`src/rtl/ones_pkg.sv`:
```
// ones_pkg: shared constants and FSM encoding for the ones-count frame
// statistics block.
//   ONES_MAX : largest legal popcount of a 16-bit word
//   COUNT_W  : width of one popcount value
//   state_t  : two-state frame FSM (accumulating / holding a result)
package ones_pkg;

    localparam int ONES_MAX = 16;
    localparam int COUNT_W  = 5;

    typedef enum logic {
        ST_ACCUM = 1'b0,
        ST_HOLD  = 1'b1
    } state_t;

endpackage

```
`src/rtl/ones_frame_stats_if.sv`:
```
// ones_frame_stats_if: groups the popcount input handshake, the frame result
// handshake and the synchronous clear.
//   master : producer/consumer side (drives clear, in_*, out_ready)
//   slave  : the ones_frame_stats block (drives in_ready, out_*)
interface ones_frame_stats_if
    import ones_pkg::*;
#(
    parameter int SUM_W = 8
);

    logic               clear;
    logic               in_valid;
    logic               in_ready;
    logic [COUNT_W-1:0] in_count;
    logic               out_valid;
    logic               out_ready;
    logic [SUM_W-1:0]   out_sum;
    logic [COUNT_W-1:0] out_max;
    logic [COUNT_W-1:0] out_min;
    logic               out_err;

    modport master (
        output clear, in_valid, in_count, out_ready,
        input  in_ready, out_valid, out_sum, out_max, out_min, out_err
    );

    modport slave (
        input  clear, in_valid, in_count, out_ready,
        output in_ready, out_valid, out_sum, out_max, out_min, out_err
    );

endinterface

```
`src/rtl/ones_minmax_acc.sv`:
```
// ones_minmax_acc: combinational next-value logic for the frame accumulators.
// Clamps the incoming popcount to ONES_MAX and folds it into the running
// sum, maximum and minimum; flags counts above ONES_MAX.
//   in_count          : incoming popcount (may be illegal, > ONES_MAX)
//   acc_sum/max/min/err : current accumulator values
//   nxt_sum/max/min/err : accumulator values including this word
module ones_minmax_acc
    import ones_pkg::*;
#(
    parameter int SUM_W = 8
) (
    input  logic [COUNT_W-1:0] in_count,
    input  logic [SUM_W-1:0]   acc_sum,
    input  logic [COUNT_W-1:0] acc_max,
    input  logic [COUNT_W-1:0] acc_min,
    input  logic               acc_err,
    output logic [SUM_W-1:0]   nxt_sum,
    output logic [COUNT_W-1:0] nxt_max,
    output logic [COUNT_W-1:0] nxt_min,
    output logic               nxt_err
);

    logic               illegal;
    logic [COUNT_W-1:0] val;

    assign illegal = in_count > COUNT_W'(ONES_MAX);
    assign val     = illegal ? COUNT_W'(ONES_MAX) : in_count;

    assign nxt_sum = acc_sum + SUM_W'(val);
    assign nxt_max = (val > acc_max) ? val : acc_max;
    assign nxt_min = (val < acc_min) ? val : acc_min;
    assign nxt_err = acc_err | illegal;

endmodule

```
`src/rtl/ones_frame_stats.sv`:
```
// ones_frame_stats: groups a stream of popcounts into frames of FRAME_LEN
// words and offers sum / max / min / error flag per frame.
//   clk   : system clock, rising edge
//   rst_n : asynchronous active-low reset
//   bus   : slave side of ones_frame_stats_if (clear, input and result
//           handshakes)
//
// state    | meaning
// ---------+-----------------------------------------------------------
// ST_ACCUM | in_ready=1, accepting words into the accumulators
// ST_HOLD  | out_valid=1, frame result held until out_ready
module ones_frame_stats
    import ones_pkg::*;
#(
    parameter int FRAME_LEN = 8,
    parameter int CNT_W     = $clog2(FRAME_LEN),
    parameter int SUM_W     = COUNT_W + CNT_W
) (
    input  logic                     clk,
    input  logic                     rst_n,
    ones_frame_stats_if.slave        bus
);

    localparam logic [COUNT_W-1:0] MIN_INIT = COUNT_W'(ONES_MAX);
    localparam logic [CNT_W-1:0]   IDX_LAST = CNT_W'(FRAME_LEN - 1);

    state_t             state_q, state_d;
    logic               in_ready_q, in_ready_d;
    logic               out_valid_q, out_valid_d;
    logic [SUM_W-1:0]   out_sum_q, out_sum_d;
    logic [COUNT_W-1:0] out_max_q, out_max_d;
    logic [COUNT_W-1:0] out_min_q, out_min_d;
    logic               out_err_q, out_err_d;
    logic [CNT_W-1:0]   idx_q, idx_d;
    logic [SUM_W-1:0]   acc_sum_q, acc_sum_d;
    logic [COUNT_W-1:0] acc_max_q, acc_max_d;
    logic [COUNT_W-1:0] acc_min_q, acc_min_d;
    logic               acc_err_q, acc_err_d;

    logic [SUM_W-1:0]   nxt_sum;
    logic [COUNT_W-1:0] nxt_max;
    logic [COUNT_W-1:0] nxt_min;
    logic               nxt_err;
    logic               accept;

    ones_minmax_acc #(
        .SUM_W (SUM_W)
    ) u_acc (
        .in_count (bus.in_count),
        .acc_sum  (acc_sum_q),
        .acc_max  (acc_max_q),
        .acc_min  (acc_min_q),
        .acc_err  (acc_err_q),
        .nxt_sum  (nxt_sum),
        .nxt_max  (nxt_max),
        .nxt_min  (nxt_min),
        .nxt_err  (nxt_err)
    );

    // in_ready_q is only ever high in ST_ACCUM
    assign accept = bus.in_valid & in_ready_q;

    always_comb begin
        state_d   = state_q;
        idx_d     = idx_q;
        acc_sum_d = acc_sum_q;
        acc_max_d = acc_max_q;
        acc_min_d = acc_min_q;
        acc_err_d = acc_err_q;
        out_sum_d = out_sum_q;
        out_max_d = out_max_q;
        out_min_d = out_min_q;
        out_err_d = out_err_q;

        if (bus.clear) begin
            // result data registers deliberately keep their old contents
            state_d   = ST_ACCUM;
            idx_d     = '0;
            acc_sum_d = '0;
            acc_max_d = '0;
            acc_min_d = MIN_INIT;
            acc_err_d = 1'b0;
        end else begin
            case (state_q)
                ST_ACCUM: begin
                    if (accept) begin
                        if (idx_q == IDX_LAST) begin
                            out_sum_d = nxt_sum;
                            out_max_d = nxt_max;
                            out_min_d = nxt_min;
                            out_err_d = nxt_err;
                            idx_d     = '0;
                            acc_sum_d = '0;
                            acc_max_d = '0;
                            acc_min_d = MIN_INIT;
                            acc_err_d = 1'b0;
                            state_d   = ST_HOLD;
                        end else begin
                            acc_sum_d = nxt_sum;
                            acc_max_d = nxt_max;
                            acc_min_d = nxt_min;
                            acc_err_d = nxt_err;
                            idx_d     = idx_q + CNT_W'(1);
                        end
                    end
                end
                ST_HOLD: begin
                    if (out_valid_q && bus.out_ready) begin
                        state_d = ST_ACCUM;
                    end
                end
            endcase
        end

        // handshake flags follow the next state so they are registered
        in_ready_d  = (state_d == ST_ACCUM);
        out_valid_d = (state_d == ST_HOLD);
    end

    always_ff @(posedge clk or negedge rst_n) begin
        if (!rst_n) begin
            state_q     <= ST_ACCUM;
            in_ready_q  <= 1'b1;
            out_valid_q <= 1'b0;
            out_sum_q   <= '0;
            out_max_q   <= '0;
            out_min_q   <= '0;
            out_err_q   <= 1'b0;
            idx_q       <= '0;
            acc_sum_q   <= '0;
            acc_max_q   <= '0;
            acc_min_q   <= MIN_INIT;
            acc_err_q   <= 1'b0;
        end else begin
            state_q     <= state_d;
            in_ready_q  <= in_ready_d;
            out_valid_q <= out_valid_d;
            out_sum_q   <= out_sum_d;
            out_max_q   <= out_max_d;
            out_min_q   <= out_min_d;
            out_err_q   <= out_err_d;
            idx_q       <= idx_d;
            acc_sum_q   <= acc_sum_d;
            acc_max_q   <= acc_max_d;
            acc_min_q   <= acc_min_d;
            acc_err_q   <= acc_err_d;
        end
    end

    assign bus.in_ready  = in_ready_q;
    assign bus.out_valid = out_valid_q;
    assign bus.out_sum   = out_sum_q;
    assign bus.out_max   = out_max_q;
    assign bus.out_min   = out_min_q;
    assign bus.out_err   = out_err_q;

endmodule

```
`src/flat_wrapper.sv`:
```
// flat-port wrapper written by rule: the top's interface ports become plain ports
module ones_frame_stats_flat import ones_pkg::*;
#(
    parameter int FRAME_LEN = 8,
    parameter int CNT_W     = $clog2(FRAME_LEN),
    parameter int SUM_W     = COUNT_W + CNT_W
)
  (clk, rst_n, bus_clear, bus_in_valid, bus_in_count, bus_out_ready, bus_in_ready, bus_out_valid, bus_out_sum, bus_out_max, bus_out_min, bus_out_err);
  ones_frame_stats_if #(.SUM_W(SUM_W)) bus_i ();
  input  logic clk;
  input  logic rst_n;
  input wire logic [$bits(bus_i.clear)-1:0] bus_clear;
  input wire logic [$bits(bus_i.in_valid)-1:0] bus_in_valid;
  input wire logic [$bits(bus_i.in_count)-1:0] bus_in_count;
  input wire logic [$bits(bus_i.out_ready)-1:0] bus_out_ready;
  output wire logic [$bits(bus_i.in_ready)-1:0] bus_in_ready;
  output wire logic [$bits(bus_i.out_valid)-1:0] bus_out_valid;
  output wire logic [$bits(bus_i.out_sum)-1:0] bus_out_sum;
  output wire logic [$bits(bus_i.out_max)-1:0] bus_out_max;
  output wire logic [$bits(bus_i.out_min)-1:0] bus_out_min;
  output wire logic [$bits(bus_i.out_err)-1:0] bus_out_err;
  assign bus_i.clear = bus_clear;
  assign bus_i.in_valid = bus_in_valid;
  assign bus_i.in_count = bus_in_count;
  assign bus_i.out_ready = bus_out_ready;
  assign bus_in_ready = bus_i.in_ready;
  assign bus_out_valid = bus_i.out_valid;
  assign bus_out_sum = bus_i.out_sum;
  assign bus_out_max = bus_i.out_max;
  assign bus_out_min = bus_i.out_min;
  assign bus_out_err = bus_i.out_err;
  ones_frame_stats #(.FRAME_LEN(FRAME_LEN), .CNT_W(CNT_W), .SUM_W(SUM_W)) u_core (.clk(clk), .rst_n(rst_n), .bus(bus_i));
endmodule
```
`config.mk`:
```
export PLATFORM = sky130hd
export DESIGN_NAME = ones_frame_stats_flat
export DESIGN_NICKNAME = d
export VERILOG_FILES = /design/src/rtl/ones_pkg.sv /design/src/rtl/ones_frame_stats_if.sv /design/src/rtl/ones_minmax_acc.sv /design/src/rtl/ones_frame_stats.sv /design/src/flat_wrapper.sv
export SDC_FILE = /design/constraint.sdc
export NUM_CORES = 1
export LEC_CHECK = 0
export ABC_AREA = 0
export BUFFER_PORTS_ARGS = -buffer_cell sky130_fd_sc_hd__buf_2
export CAP_MARGIN = 5
export CORE_ASPECT_RATIO = 1.75
export CORE_UTILIZATION = 25
export DETAILED_ROUTE_END_ITERATION = 7
export PLACE_DENSITY = 0.54
export SYNTH_ARGS = -nofsm -noshare
export SYNTH_HDL_FRONTEND = slang
export SYNTH_SLANG_ARGS = --single-unit
```
`constraint.sdc`:
```
create_clock -name clk -period 1.7 [get_ports clk]
set_input_delay 0 -clock clk [delete_from_list [all_inputs] [get_ports clk]]
set_output_delay 0 -clock clk [all_outputs]
set_load 0.02 [all_outputs]
```
# After elaboration in Yosys (flattened, before gate mapping)
# Index checks and enable logic that the tools add are counted.
[op_classes] eq_ne=2 add_sub_neg=2 muxes=28 reduce_logical=4 bitwise=5 n_lt_le_gt_ge=3
[ops] op="two-way mux 5 bit" n=11
[ops] op="two-way mux 8 bit" n=4
[ops] op="two-way mux 3 bit" n=4
[ops] op="adder 8 x 5 -> 8 bit" n=1
[ops] op="two-way mux 1 bit" n=8
[ops] op="greater-than comparator 5 bit" n=1
[ops] op="greater-than comparator 5 bit (second input constant)" n=1
[ops] op="less-than comparator 5 bit" n=1
[ops] op="AND reduction 4 bit" n=1
[ops] op="adder 3 x 1 -> 3 bit (second input constant)" n=1
[ops] op="== test 3 bit (second input constant)" n=1
[ops] op="NOT 1 bit" n=3
[ops] op="!= test 2 bit (second input constant)" n=1
[ops] op="one-hot mux 1 bit (2 select lines)" n=1
[ops] op="AND reduction 2 bit" n=1
[ops] op="nonzero test 2 bit" n=1
[ops] op="AND 1 bit" n=1
[ops] op="logical AND 1 bit" n=1
[ops] op="bitwise OR 1 bit" n=1
[word_totals] out_inout_bits=21 in_bits=10 reg_bits=43 elab_cells=55

# Depth between registers and ports, before layout
[logic_depth] ltp_word=8 mapped_depth=11 depth_no_buf=10

# By module
# From an unflattened synthesis, not the netlist that was laid out.
[hier_totals] hier_cells=192 area_unflattened_um2=2319.7
[modules_own_cells] mod="ones_frame_stats" area_each_um2=1685.4 seq_area_each_um2=1078.5 cells_per_inst=106 instances=1
[modules_own_cells] mod="ones_minmax_acc" area_each_um2=634.4 seq_area_each_um2=0.0 cells_per_inst=86 instances=1

# Least setup slack after synthesis
# Ideal clock, no wire load.
[synth_timing] kind="input-to-reg" startpoint="in bus_in_count[4]" endpoint="reg u_core.acc_max_q[0]" required_ns=1.578 cell_stages=8 setup_slack_ns=-0.193 arrival_time_ns=1.771 setup_time_ns=0.122 cell_sequence="buf_2 -> nor2b_1 -> ha_1 -> nand4_1 -> mux2i_1 -> a31oi_2 -> o21ai_1 -> a32o_1"
[synth_via] elab_chain_cells=8
[synth_rtl] element="start: declaration" line="flat_wrapper.sv:14" text="input wire logic [$bits(bus_i.in_count)-1:0] bus_in_count;"
[synth_rtl] element="greater-than comparator 5 bit" line="ones_minmax_acc.sv:26" text="assign illegal = in_count > COUNT_W'(ONES_MAX);"
[synth_rtl] element="two-way mux 5 bit *" line="ones_minmax_acc.sv:27" text="assign val = illegal ? COUNT_W'(ONES_MAX) : in_count;"
[synth_rtl] element="greater-than comparator 5 bit" line="ones_minmax_acc.sv:30" text="assign nxt_max = (val > acc_max) ? val : acc_max;"
[synth_rtl] element="two-way mux 5 bit *" line="ones_minmax_acc.sv:30"
[synth_rtl] element="two-way mux 5 bit *" line="ones_frame_stats.sv:87" text="if (idx_q == IDX_LAST) begin"
[synth_rtl] element="two-way mux 5 bit *" line="ones_frame_stats.sv:86" text="if (accept) begin"
[synth_rtl] element="two-way mux 5 bit *" line="ones_frame_stats.sv:84" text="case (state_q)"
[synth_rtl] element="two-way mux 5 bit *" line="ones_frame_stats.sv:75" text="if (bus.clear) begin"
[synth_rtl] element="end signal: assignment" line="ones_frame_stats.sv:144" text="acc_max_q <= acc_max_d;"
[synth_rtl] element="end: declaration" line="ones_frame_stats.sv:36" text="logic [COUNT_W-1:0] acc_max_q, acc_max_d;"
# Mark *: on every way between the ends. The rest lies on a longest branch, timed or not. The select of a mux whose other input is x is not followed.
# A chain may end at the register's enable or synchronous reset.

# Worst setup path in the final report
[layout_timing] startpoint="reg u_core.in_ready_q (netlist: u_core.bus.in_ready)" endpoint="reg u_core.acc_max_q[0]"
[layout_via] elab_chain_cells=3
[layout_rtl] element="start: declaration" line="ones_frame_stats.sv:28" text="logic in_ready_q, in_ready_d;"
[layout_rtl] element="start signal: assignment" line="ones_frame_stats.sv:136" text="in_ready_q <= in_ready_d;"
[layout_rtl] element="AND 1 bit" line="ones_frame_stats.sv:61" text="assign accept = bus.in_valid & in_ready_q;"
[layout_rtl] element="nonzero test 2 bit (no line)"
[layout_rtl] element="AND reduction 2 bit (no line)"
# No other way between the ends.

==> results_tabular.tex <==
\begin{tabular}{lr}
\hline
Metric & Value \\
\hline
\multicolumn{2}{l}{\textbf{Worst setup path}} \\
Endpoint of the most critical register-to-register path & u\_core.acc\_max\_q[0] \\
Endpoint arrival time on the critical path & 2.00 ns \\
Required @ worst endpoint & 1.92 ns \\
Cell count of the worst reg-to-reg path & 6 \\
Startpoint of the worst register-to-register path & u\_core.bus.in\_ready \\
Type of the worst setup path & reg -> reg \\
Critical-path maximum fanout & 5 \\
Endpoint type of the worst setup path & flip-flop \\
Worst setup SP type & flip-flop \\
Reg-to-reg setup timing slack & -0.08 ns \\
\multicolumn{2}{l}{\textbf{Layout}} \\
Fraction of final layout cells sized beyond drive strength 1 & 42.35\% \\
Non-filler instance count after layout & 424 \\
Net count reported at finish & 333 \\
Area overhead of the layout relative to synthesis & 49.83\% \\
Antenna diodes & 0 \\
\multicolumn{2}{l}{\textbf{Logic synthesis}} \\
Most used DFF post-synth & sky130\_fd\_sc\_hd\_\_dfrtp\_1 \\
Post-synthesis instance area & 2257 sq um \\
Net count after synthesis & 251 \\
Post-synthesis area per instance & 10.08 sq um \\
Register area share after synthesis & 47.78\% \\
Area contributors post-synth & sky130\_fd\_sc\_hd\_\_dfrtp\_1 45\%, sky130\_fd\_sc\_hd\_\_ha\_1 8.9\%, sky130\_fd\_sc\_hd\_\_nand2\_1 5.8\% \\
Count of flip-flops with a built-in enable after synthesis & 0 \\
Top cell type's share of synthesized area & 45.45\% \\
Synthesized instance count & 224 \\
Library cells used by synthesis & 42 \\
Flip-flop and latch count after synthesis & 43 \\
Share of synthesized registers carrying an async set or reset & 100.0\% \\
Library cell occupying the most area in the post-synthesis netlist & sky130\_fd\_sc\_hd\_\_dfrtp\_1 \\
Synthesis warning total & 0 \\
\multicolumn{2}{l}{\textbf{CTS}} \\
Inserted Clock Buffers & 5 \\
Clock latency on the worst-skew pair & 0.29 ns \\
\# H-tree levels & 2 \\
Clk sink count & 43 \\
Root Buffer & sky130\_fd\_sc\_hd\_\_clkbuf\_16 \\
Clock tree from TritonCTS & built \\
Clock slew at reported path FFs & 0.06 ns \\
Largest buffer count on any clock path & 2 \\
\multicolumn{2}{l}{\textbf{Floorplan}} \\
Die span in x & 73.83 um \\
Effective utilization at floorplan & 25.86\% \\
Die Span Y & 127.7 um \\
Core Area & 8727 sq um \\
Die footprint & 9427 sq um \\
I/O pin cnt & 31 \\
Site Rows & 45 \\
\multicolumn{2}{l}{\textbf{Global routing}} \\
Aggregate global-route resource usage & 13.88\% \\
Initial antenna violation count & 0 \\
Largest net degree at the start of global routing & 44 \\
Number of global-route vias before repair & 2083 \\
First-pass GRT wire length & 9722 um \\
Gr ovfl total & 0 \\
\multicolumn{2}{l}{\textbf{Worst hold path}} \\
Min-delay src & bus\_in\_count[2] \\
Hold Path Sink & u\_core.acc\_err\_q \\
Kind of path behind the tightest hold check & in -> reg \\
Worst hold path stage count & 3 \\
\multicolumn{2}{l}{\textbf{Placement}} \\
Total instance count after detailed placement & 403 \\
Routability congestion estimate from global placement & 0.7831 \\
Port bufs & 30 \\
Post-DP HPWL & 4221 um \\
\multicolumn{2}{l}{\textbf{STA}} \\
Tmin final & 1.776 ns \\
Post-route worst hold slack & 0.06352 ns \\
Setup repair after global routing missed its margin & true \\
Top achievable clock speed & 563.1 MHz \\
Worst Max-Slew Pin Slew & 0.5719 ns \\
Worst slew margin relative to its limit & 61.88\% \\
Number of pins exceeding their max-slew limit in the final report & 0 \\
Ratio of final minimum period to clock period & 104.5\% \\
Final total negative setup slack & -0.6070 ns \\
Clock skew & 0.009429 ns \\
Number of failing hold endpoints at the final stage & 0 \\
Number of endpoints failing setup at the final stage & 16 \\
Final setup slack of the worst path & -0.07591 ns \\
\multicolumn{2}{l}{\textbf{Route}} \\
Violation count after the first detailed-routing iteration & 56 \\
Routed wire length & 6092 um \\
Remaining routing DRC violations & 0 \\
Wire length per cell after detailed routing & 14.37 um \\
Vias after detailed routing & 1951 \\
DRT Pass-1 Iters & 4 \\
Vias per Instance & 4.601 \\
Antenna violation net count after detailed routing & 0 \\
\multicolumn{2}{l}{\textbf{Flow run}} \\
Max-cap check violation count & 0 \\
\multicolumn{2}{l}{\textbf{Power}} \\
Highest ir drop seen on vdd & 343.8 uV \\
PnR Total Power & 2.653 mW \\
Cell leakage power & 1.620 nW \\
Power density cells & 784.6 nW/um\^{}2 \\
\multicolumn{2}{l}{\textbf{Status}} \\
Violations in the final reports & setup timing \\
Outcome & finished with violations \\
\hline
\end{tabular}
-- worst max path at each step --
stage	start	endpoint	slack, ns	cells after the start
after floorplan	u_core.bus.in_ready	u_core.acc_sum_q[7]	-0.15	6
after global placement	u_core.idx_q[0]	u_core.acc_sum_q[7]	-0.22	5
after detailed placement	u_core.acc_max_q[1]	u_core.acc_max_q[0]	-0.25	7
after CTS	u_core.acc_max_q[1]	u_core.acc_max_q[0]	-0.11	8
after global routing	u_core.acc_max_q[1]	u_core.bus.out_max[2]	-0.14	8
final	u_core.bus.in_ready	u_core.acc_max_q[0]	-0.08	6
-- routing by layer --
layer  wire length (um)  global-route usage, %  part of all wire [%]  vias up
li1                   -                      -                     -      962
met3                202                  2.752                   3.3       20
met4                279                  8.145                   4.6        0
met5                  0                      0                     0        -
met2               3340                  25.69                    55       33
met1               2270                  13.74                    37      936
-- per-stage QoR --
step / utilization (%) / setup WS, ns / cell area, sq um
finish: 38.75 / -0.07591 / 3382
global route: 38.75 / -0.1367 / 3382
CTS: 36.85 / -0.1077 / 3216
detailed placement: 32.93 / -0.2543 / 2874
global placement: 32.93 / -0.2151 / 2874
floorplan: - / -0.1499 / 2286
-- cells in the final DEF (no fill, tap or decap), drive strengths merged, types with 6 or more instances in the layout --
master  count
dfrtp      41
o21ai      22
inv        16
a22o        9
mux2i      11
nand2      35
ha         16
nor2        7
buf        78
clkbuf      7
a21oi       6
-- critical path: stages (launching register included) --
cell and delay (ns):
sky130_fd_sc_hd__dfstp_2 0.53, sky130_fd_sc_hd__nand2_2 0.05, sky130_fd_sc_hd__or2_4 0.24, sky130_fd_sc_hd__or3_4 0.38, sky130_fd_sc_hd__buf_4 0.16, sky130_fd_sc_hd__o21ai_4 0.18
sky130_fd_sc_hd__a32o_1 0.16
-- kinds of logic (layout without fill, tap and decap cells) --
group                      count (synthesis)  after routing  synth area share (%)
AOI/OAI and AO/OA                         62             63                 19.18
xor gates and xnor gates                   5              5                 1.940
adders and majority gates                 17             17                 9.756
buffers and inverters                     24            105                 4.157
DFF                                       43             43                 47.78
muxes                                     11             11                 4.878
and+or+nand+nor                           62             63                 12.31
-- synthesized netlist by cell type, types with 3 or more instances --
master,n
sky130_fd_sc_hd__nand3_1,5
sky130_fd_sc_hd__ha_1,16
sky130_fd_sc_hd__xnor2_1,4
sky130_fd_sc_hd__clkbuf_1,5
sky130_fd_sc_hd__a21oi_1,6
sky130_fd_sc_hd__a32o_1,4
sky130_fd_sc_hd__mux2i_1,11
sky130_fd_sc_hd__a22o_1,9
sky130_fd_sc_hd__o211ai_1,3
sky130_fd_sc_hd__nor2_1,7
sky130_fd_sc_hd__nor2b_1,4
sky130_fd_sc_hd__a21o_1,3
sky130_fd_sc_hd__dfrtp_1,41
sky130_fd_sc_hd__o21ai_0,20
sky130_fd_sc_hd__nand2_1,35
sky130_fd_sc_hd__or3_1,3
sky130_fd_sc_hd__inv_1,16
-- state kept, by name, indices dropped and copies added, names as in the netlist --
signal,count
u_core.idx_q,3
u_core.acc_min_q,5
u_core.acc_max_q,5
u_core.bus.out_min,5
u_core.bus.out_max,5
u_core.acc_sum_q,8
u_core.acc_err_q,1
u_core.bus.out_err,1
u_core.state_q,1
u_core.bus.out_sum,8
u_core.bus.in_ready,1
-- timing repair --
item | in CTS | in global routing
gates resized for setup | 28 | 27
endpoints found under the hold margin | 43 | 0
cloned | 2 | 0
hold buffers | 3 | 0
endpoints found under the setup margin | 27 | 31
pin swaps | 11 | 22
setup buffers | 5 | 4
-- area by class of cell --
cell class                 count  area [sq um]
fill                         870          5345
multi-input combinational    159          1355
sequential                    43          1080
timing repair buffer          81         593.1
tap                          117         146.4
clock buffer                   7         142.6
inverter                      16         60.06
clock inverter                 1         5.005
-- power by group --
part / total [mW] / internal (mW) / leakage, nW / switching (mW)
Sequential: 1.08 / 1.06 / 0.586 / 0.0244
Combinational: 0.592 / 0.298 / 0.960 / 0.294
Clock: 0.982 / 0.583 / 0.0739 / 0.399
Total: 2.65 / 1.94 / 1.62 / 0.717
(Power assumes the default switching activity.)
